**config.mk**
```make
export PLATFORM = sky130hd
export DESIGN_NAME = issue_exec_stage_div_flat
export DESIGN_NICKNAME = d
export VERILOG_FILES = /design/src/rtl/issue_exec_stage_div_if.sv /design/src/rtl/issue_exec_stage_div.sv /design/src/flat_wrapper.sv
export SDC_FILE = /design/constraint.sdc
export NUM_CORES = 1
export LEC_CHECK = 0
export ABC_CLOCK_PERIOD_IN_PS = 3000
export BUFFER_PORTS_ARGS = -buffer_cell sky130_fd_sc_hd__buf_2
export CAP_MARGIN = 20
export CELL_PAD_IN_SITES_DETAIL_PLACEMENT = 0
export CELL_PAD_IN_SITES_GLOBAL_PLACEMENT = 1
export CORE_UTILIZATION = 39
export CTS_BUF_LIST = sky130_fd_sc_hd__clkbuf_2 sky130_fd_sc_hd__clkbuf_4 sky130_fd_sc_hd__clkbuf_8
export DETAILED_ROUTE_END_ITERATION = 16
export GPL_TIMING_DRIVEN = 0
export PLACE_DENSITY = 0.88
export SLEW_MARGIN = 20
export SYNTH_ARGS = -nofsm -noshare
export SYNTH_HDL_FRONTEND = slang
export SYNTH_SLANG_ARGS = --single-unit
```
**constraint.sdc**
```tcl
create_clock -name clk_i -period 3 [get_ports clk_i]
set_input_delay 0.15 -clock clk_i [delete_from_list [all_inputs] [get_ports clk_i]]
set_output_delay 0.15 -clock clk_i [all_outputs]
set_load 0.01 [all_outputs]
```
**src/rtl/issue_exec_stage_div_if.sv**
```systemverilog
// Bus between the divide reservation station, the divide issue/execute stage
// and the execution decision unit. The divider side uses the slave modport.
interface issue_exec_stage_div_if #(
   parameter int unsigned ROBsizeLog = 6
);
   logic [63:0]            reservationStationVal1_i;
   logic [63:0]            reservationStationVal2_i;
   logic [9:0]             reservationStationCommands_i;
   logic [ROBsizeLog-1:0]  reservationStationTag_i;
   logic                   readyRS_i;
   logic                   stallRS_o;
   logic                   canGo_i;
   logic [ROBsizeLog-1:0]  executeTag_o;
   logic [9:0]             executeCommands_o;
   logic [63:0]            executeVal_o;
   logic [3:0]             executeFlags_o;
   logic                   valid_o;

   modport master (
      output reservationStationVal1_i, reservationStationVal2_i,
             reservationStationCommands_i, reservationStationTag_i,
             readyRS_i, canGo_i,
      input  stallRS_o, executeTag_o, executeCommands_o, executeVal_o,
             executeFlags_o, valid_o
   );

   modport slave (
      input  reservationStationVal1_i, reservationStationVal2_i,
             reservationStationCommands_i, reservationStationTag_i,
             readyRS_i, canGo_i,
      output stallRS_o, executeTag_o, executeCommands_o, executeVal_o,
             executeFlags_o, valid_o
   );
endinterface

```
**src/rtl/issue_exec_stage_div.sv**
```systemverilog
// Issue/execute stage for the integer-divide unit: 64-bit unsigned restoring
// divider, one quotient bit per clock, 64 clocks from accept to result.
// Optional macro DIV_BY_ZERO_FLAG_EN: executeFlags_o[0] reports a zero divisor.
module issue_exec_stage_div #(
   parameter int unsigned ROBsize    = 32,
   parameter int unsigned ROBsizeLog = $clog2(ROBsize + 1)
) (
   input logic                   clk_i,
   input logic                   reset_i,
   issue_exec_stage_div_if.slave bus
);

   localparam int unsigned DataW = 64;
   localparam int unsigned CntW  = 7;

   typedef enum logic {IDLE, BUSY} state_t;

   state_t                 stateQ, stateD;
   logic [DataW-1:0]       quotQ;
   logic [DataW-1:0]       divisorQ;
   logic [DataW-1:0]       remQ;
   logic [CntW-1:0]        countQ;
   logic                   validQ;
   logic [ROBsizeLog-1:0]  tagQ;
   logic [9:0]             cmdQ;
   logic                   accept;
   logic [DataW:0]         remShift;
   logic [DataW-1:0]       remNext;
   logic                   quotBit;

   // Accept a new op when idle, or on the same edge the current result is consumed
   assign accept = bus.readyRS_i & ((stateQ == IDLE) | (validQ & bus.canGo_i));

   assign bus.stallRS_o         = ~accept;
   assign bus.valid_o           = validQ;
   assign bus.executeVal_o      = quotQ;
   assign bus.executeTag_o      = tagQ;
   assign bus.executeCommands_o = cmdQ;

   // State register
   always_ff @(posedge clk_i or negedge reset_i) begin
      if (!reset_i) stateQ <= IDLE;
      else          stateQ <= stateD;
   end

   // Next-state logic
   always_comb begin
      stateD = stateQ;
      unique case (stateQ)
         IDLE:    if (bus.readyRS_i) stateD = BUSY;
         BUSY:    if (validQ & bus.canGo_i & ~bus.readyRS_i) stateD = IDLE;
         default: stateD = IDLE;
      endcase
   end

   // One restoring shift-subtract step; a zero divisor always subtracts, giving all ones
   always_comb begin
      remShift = {remQ, quotQ[DataW-1]};
      remNext  = remShift[DataW-1:0];
      quotBit  = 1'b0;
      if (remShift >= {1'b0, divisorQ}) begin
         remNext = DataW'(remShift - {1'b0, divisorQ});
         quotBit = 1'b1;
      end
   end

   // Operand capture, iteration and result hold
   always_ff @(posedge clk_i or negedge reset_i) begin
      if (!reset_i) begin
         quotQ    <= '0;
         divisorQ <= '0;
         remQ     <= '0;
         countQ   <= '0;
         validQ   <= 1'b0;
         tagQ     <= '0;
         cmdQ     <= '0;
      end else if (accept) begin
         quotQ    <= bus.reservationStationVal1_i;
         divisorQ <= bus.reservationStationVal2_i;
         remQ     <= '0;
         countQ   <= CntW'(DataW);
         validQ   <= 1'b0;
         tagQ     <= bus.reservationStationTag_i;
         cmdQ     <= bus.reservationStationCommands_i;
      end else if (countQ != '0) begin
         quotQ  <= {quotQ[DataW-2:0], quotBit};
         remQ   <= remNext;
         countQ <= countQ - CntW'(1);
         if (countQ == CntW'(1)) validQ <= 1'b1;
      end else if (validQ & bus.canGo_i) begin
         validQ <= 1'b0;
      end
   end

`ifdef DIV_BY_ZERO_FLAG_EN
   logic zeroDivQ;

   // Remember whether the accepted op divides by zero
   always_ff @(posedge clk_i or negedge reset_i) begin
      if (!reset_i)    zeroDivQ <= 1'b0;
      else if (accept) zeroDivQ <= (bus.reservationStationVal2_i == '0);
   end

   assign bus.executeFlags_o = {3'b000, validQ & zeroDivQ};
`else
   assign bus.executeFlags_o = 4'b0000;
`endif

endmodule

```
**src/flat_wrapper.sv**
```systemverilog
// flat-port wrapper written by rule: the top's interface ports become plain ports
module issue_exec_stage_div_flat 
#(
   parameter int unsigned ROBsize    = 32,
   parameter int unsigned ROBsizeLog = $clog2(ROBsize + 1)
)
  (clk_i, reset_i, bus_reservationStationVal1_i, bus_reservationStationVal2_i, bus_reservationStationCommands_i, bus_reservationStationTag_i, bus_readyRS_i, bus_canGo_i, bus_stallRS_o, bus_executeTag_o, bus_executeCommands_o, bus_executeVal_o, bus_executeFlags_o, bus_valid_o);
  issue_exec_stage_div_if #(.ROBsizeLog(ROBsizeLog)) bus_i ();
  input logic clk_i;
  input logic reset_i;
  input wire logic [$bits(bus_i.reservationStationVal1_i)-1:0] bus_reservationStationVal1_i;
  input wire logic [$bits(bus_i.reservationStationVal2_i)-1:0] bus_reservationStationVal2_i;
  input wire logic [$bits(bus_i.reservationStationCommands_i)-1:0] bus_reservationStationCommands_i;
  input wire logic [$bits(bus_i.reservationStationTag_i)-1:0] bus_reservationStationTag_i;
  input wire logic [$bits(bus_i.readyRS_i)-1:0] bus_readyRS_i;
  input wire logic [$bits(bus_i.canGo_i)-1:0] bus_canGo_i;
  output wire logic [$bits(bus_i.stallRS_o)-1:0] bus_stallRS_o;
  output wire logic [$bits(bus_i.executeTag_o)-1:0] bus_executeTag_o;
  output wire logic [$bits(bus_i.executeCommands_o)-1:0] bus_executeCommands_o;
  output wire logic [$bits(bus_i.executeVal_o)-1:0] bus_executeVal_o;
  output wire logic [$bits(bus_i.executeFlags_o)-1:0] bus_executeFlags_o;
  output wire logic [$bits(bus_i.valid_o)-1:0] bus_valid_o;
  assign bus_i.reservationStationVal1_i = bus_reservationStationVal1_i;
  assign bus_i.reservationStationVal2_i = bus_reservationStationVal2_i;
  assign bus_i.reservationStationCommands_i = bus_reservationStationCommands_i;
  assign bus_i.reservationStationTag_i = bus_reservationStationTag_i;
  assign bus_i.readyRS_i = bus_readyRS_i;
  assign bus_i.canGo_i = bus_canGo_i;
  assign bus_stallRS_o = bus_i.stallRS_o;
  assign bus_executeTag_o = bus_i.executeTag_o;
  assign bus_executeCommands_o = bus_i.executeCommands_o;
  assign bus_executeVal_o = bus_i.executeVal_o;
  assign bus_executeFlags_o = bus_i.executeFlags_o;
  assign bus_valid_o = bus_i.valid_o;
  issue_exec_stage_div #(.ROBsize(ROBsize), .ROBsizeLog(ROBsizeLog)) u_core (.clk_i(clk_i), .reset_i(reset_i), .bus(bus_i));
endmodule
```
==> impl_metrics.py <==
metrics = {
    "outcome": {
        "status": "complete, but fails checks",
        "violations": "negative setup slack",
    },
    "sta": {
        "min_period_ns": 3.31,
        "fmax_mhz": 302,
        "finalClockSkew_ns": 0.0137,
        "setup_violations": 65,
        "rsz0062_at_grt": "yes",
        "slew_headroom_pct": 32.9,
        "finalMaxSlewViolations": 0,
        "period_share_pct": 110,
        "setup_slack_ns": -0.315,
        "tightest_slew_ns": 1.01,
        "final_hold_viol_count": 0,
    },
    "routing": {
        "drc": 0,
        "wl_met1_um": 20200,
        "highest_layer": "met4",
        "first_pass_iters": 6,
        "viasPerCell": 5.44,
        "detail_route.wl_per_cell_um": 18.0,
        "num_vias": 14429,
        "ant_nets": 0,
        "wl_met3_um": 3100,
        "wl_um": 47700,
        "wl_met2_um": 22700,
        "drt_iter0_drc": 996,
    },
    "clocking": {
        "cts.sinks": 217,
        "htreeDepth": 2,
        "clk_pin_slew_worst_paths_ns": 0.06,
        "clk_latency_ns": 0.55,
        "cts_tree": "done",
        "numCtsBuffers": 39,
        "cts_buffer_depth": 3,
        "clockRootBuffer": "clkbuf_8",
    },
    "logic_synthesis": {
        "synth_cell_types": 75,
        "synthesis.area_mm2": 0.0136,
        "synth_edf_count": 0,
        "ys_ff_latch": 217,
        "async_reset_ff_share_pct": 100,
        "synthTopCellsByArea": "dfrtp_1, nand2_1, ha_1, o21ai_0, nor2_1",
        "ys_seq_area_share_pct": 39.8,
        "yosysTopAreaCellShare_pct": 39.8,
        "post-synth-top-area-cell": "dfrtp_1",
        "post-synth-top-count-cell": "nand2_1",
        "synthCells": 1684,
        "ys_top_cells_by_count": "nand2_1, dfrtp_1, nor2_1",
        "synth_warnings": 0,
        "syn_avg_cell_area_um2": 8.11,
        "synth_top_flop_cell": "dfrtp_1",
    },
    "job": {
        "maxCapViolations": 0,
    },
    "global_route": {
        "grt_usage_pct": 25.3,
        "first_global_vias": 14149,
        "antenna_found_initial": 0,
        "grt_max_degree": 93,
        "grt_pass1_wl_um": 72900,
        "grt_overflow": 0,
    },
    "finish": {
        "drive_gt1_share_pct": 29.8,
        "nets": 2387,
        "area_growth_syn_to_layout_pct": 46.8,
        "antennaDiodeCount": 0,
    },
    "hold_path": {
        "hp-class": "input port to asynchronous set/reset pin",
    },
    "die": {
        "core_area_mm2": 0.0345,
        "ioPinCount": 234,
        "die_y_um": 189,
        "row_count": 68,
        "start_util_pct": 39.6,
        "die_x_um": 189,
        "die_area_mm2": 0.0358,
    },
    "setup_path": {
        "critPathRequiredTime_ns": 3.38,
        "rr_worst_depth": 15,
        "cp.arrival_ns": 3.69,
        "ff2ff_setup_slack_ns": -0.31,
        "cp_max_fo": 6,
        "cp-end-kind": "flop",
        "critical_path_class": "flop to flop",
        "start_kind": "flop",
    },
    "placed_design": {
        "post-place-ws_ns": -0.888,
        "io_buffers": 229,
        "gp_congestion": 0.927,
        "place_hpwl_um": 32500,
    },
}
[cell families after synthesis]
logic type / share of synthesized area [%]
compound gates: 22.9
other cells: 0.0275
mux: 0.303
buf+inv: 6.08
simple gates: 21.1
xor+xnor: 3.53
fa+ha+maj: 6.29
flops: 39.8
[routing by layer]
layer	up-vias	track usage (%)
li1	6822	-
met1	6930	31.9
met2	565	43.2
met3	112	3.99
met4	0	10.0
met5	-	0
[through the flow]
step | cells | area (um^2) | hold WS (ns) | TNS [ns] | utilization, %
floorplan | 1687 | 13700 | -0.146 | -0.00167 | -
global placement | 2371 | 15400 | 0.342 | -478.81 | 44.7
detailed placement | 2373 | 15500 | 0.123 | -44.87 | 44.9
CTS | 2644 | 18900 | 0.136 | -16.76 | 54.7
global route | 2654 | 20000 | 0.162 | -19.33 | 58.1
finish | 2654 | 20000 | 0.125 | -13.75 | 58.1
[what timing repair did]
action                                  in CTS  in global routing
endpoints found under the setup margin      66                 65
hold buffers                               147                  0
gates resized for setup                    132                215
gates cloned                                 4                  3
setup buffers                               57                 28
hold endpoints to repair                   225                  0
pin swaps                                   52                132
[placed cells by master (no fill, tap or decap), types with 10 or more instances in the layout]
master         Yosys  routed
nand2_1          393     355
buf_2             18     231
dfrtp_1          217     215
nor2_1           159     155
dlygate4sd3_1      0     147
o21ai_0          126     115
a31oi_1           83      80
buf_4              8      76
inv_1             79      73
clkbuf_1          86      67
a21oi_1           75      53
clkbuf_8           0      48
a311oi_2          20      40
a21o_1            38      38
nand2_4            0      37
ha_1              67      34
xnor2_1           33      32
nand4_1           21      21
xor2_1            22      20
ha_4               0      20
a21oi_2            0      19
nand3_1           21      16
o21a_1            17      16
buf_6              3      15
nor3_1            16      14
ha_2               0      13
clkbuf_4           0      13
nand2_2           11      12
o211ai_1          11      11
and3_1            10      10
[cell type report]
class | count | area [um^2]
inverter | 80 | 300
sequential | 217 | 5430
clock buffer | 61 | 758
clock inverter | 8 | 103
fill | 3027 | 14400
multi-input combinational | 1272 | 8770
buffer | 93 | 553
tap | 455 | 569
timing repair buffer | 468 | 3540
[sequential cells by signal (all words and copies together) (netlist names)]
register / cells
u_core.stateQ: 1
u_core.bus.executeVal_o: 64
u_core.bus.executeCommands_o: 10
u_core.countQ: 7
u_core.remQ: 64
u_core.bus.valid_o: 1
u_core.bus.executeTag_o: 6
u_core.divisorQ: 64
[worst paths after layout]
path                                                       from                              end
min in group clk_i               bus_reservationStationTag_i[1]       u_core.bus.executeTag_o[1]
worst max-delay path                             u_core.remQ[0]                  u_core.remQ[46]
worst min register to register  u_core.bus.executeCommands_o[2]  u_core.bus.executeCommands_o[2]
worst max register to register                   u_core.remQ[0]                  u_core.remQ[46]
worst min-delay path                                    reset_i              u_core.divisorQ[17]
max in group asynchronous                               reset_i      u_core.bus.executeVal_o[51]
[critical path, stage by stage, from the launching register on]
cell and delay [ns]:
dfrtp_1 0.42, ha_1 0.32, nor2b_4 0.14, o31ai_4 0.33
buf_4 0.19, a2111oi_4 0.07, nor3_4 0.22, a21oi_4 0.10
o211ai_2 0.23, a31oi_4 0.13, buf_6 0.15, or2_4 0.30
buf_12 0.18, buf_8 0.13, a31oi_4 0.17, a211oi_2 0.08
Power is not shown: default switching activity piles up to over one toggle a cycle in this logic, so the estimate is an artifact.
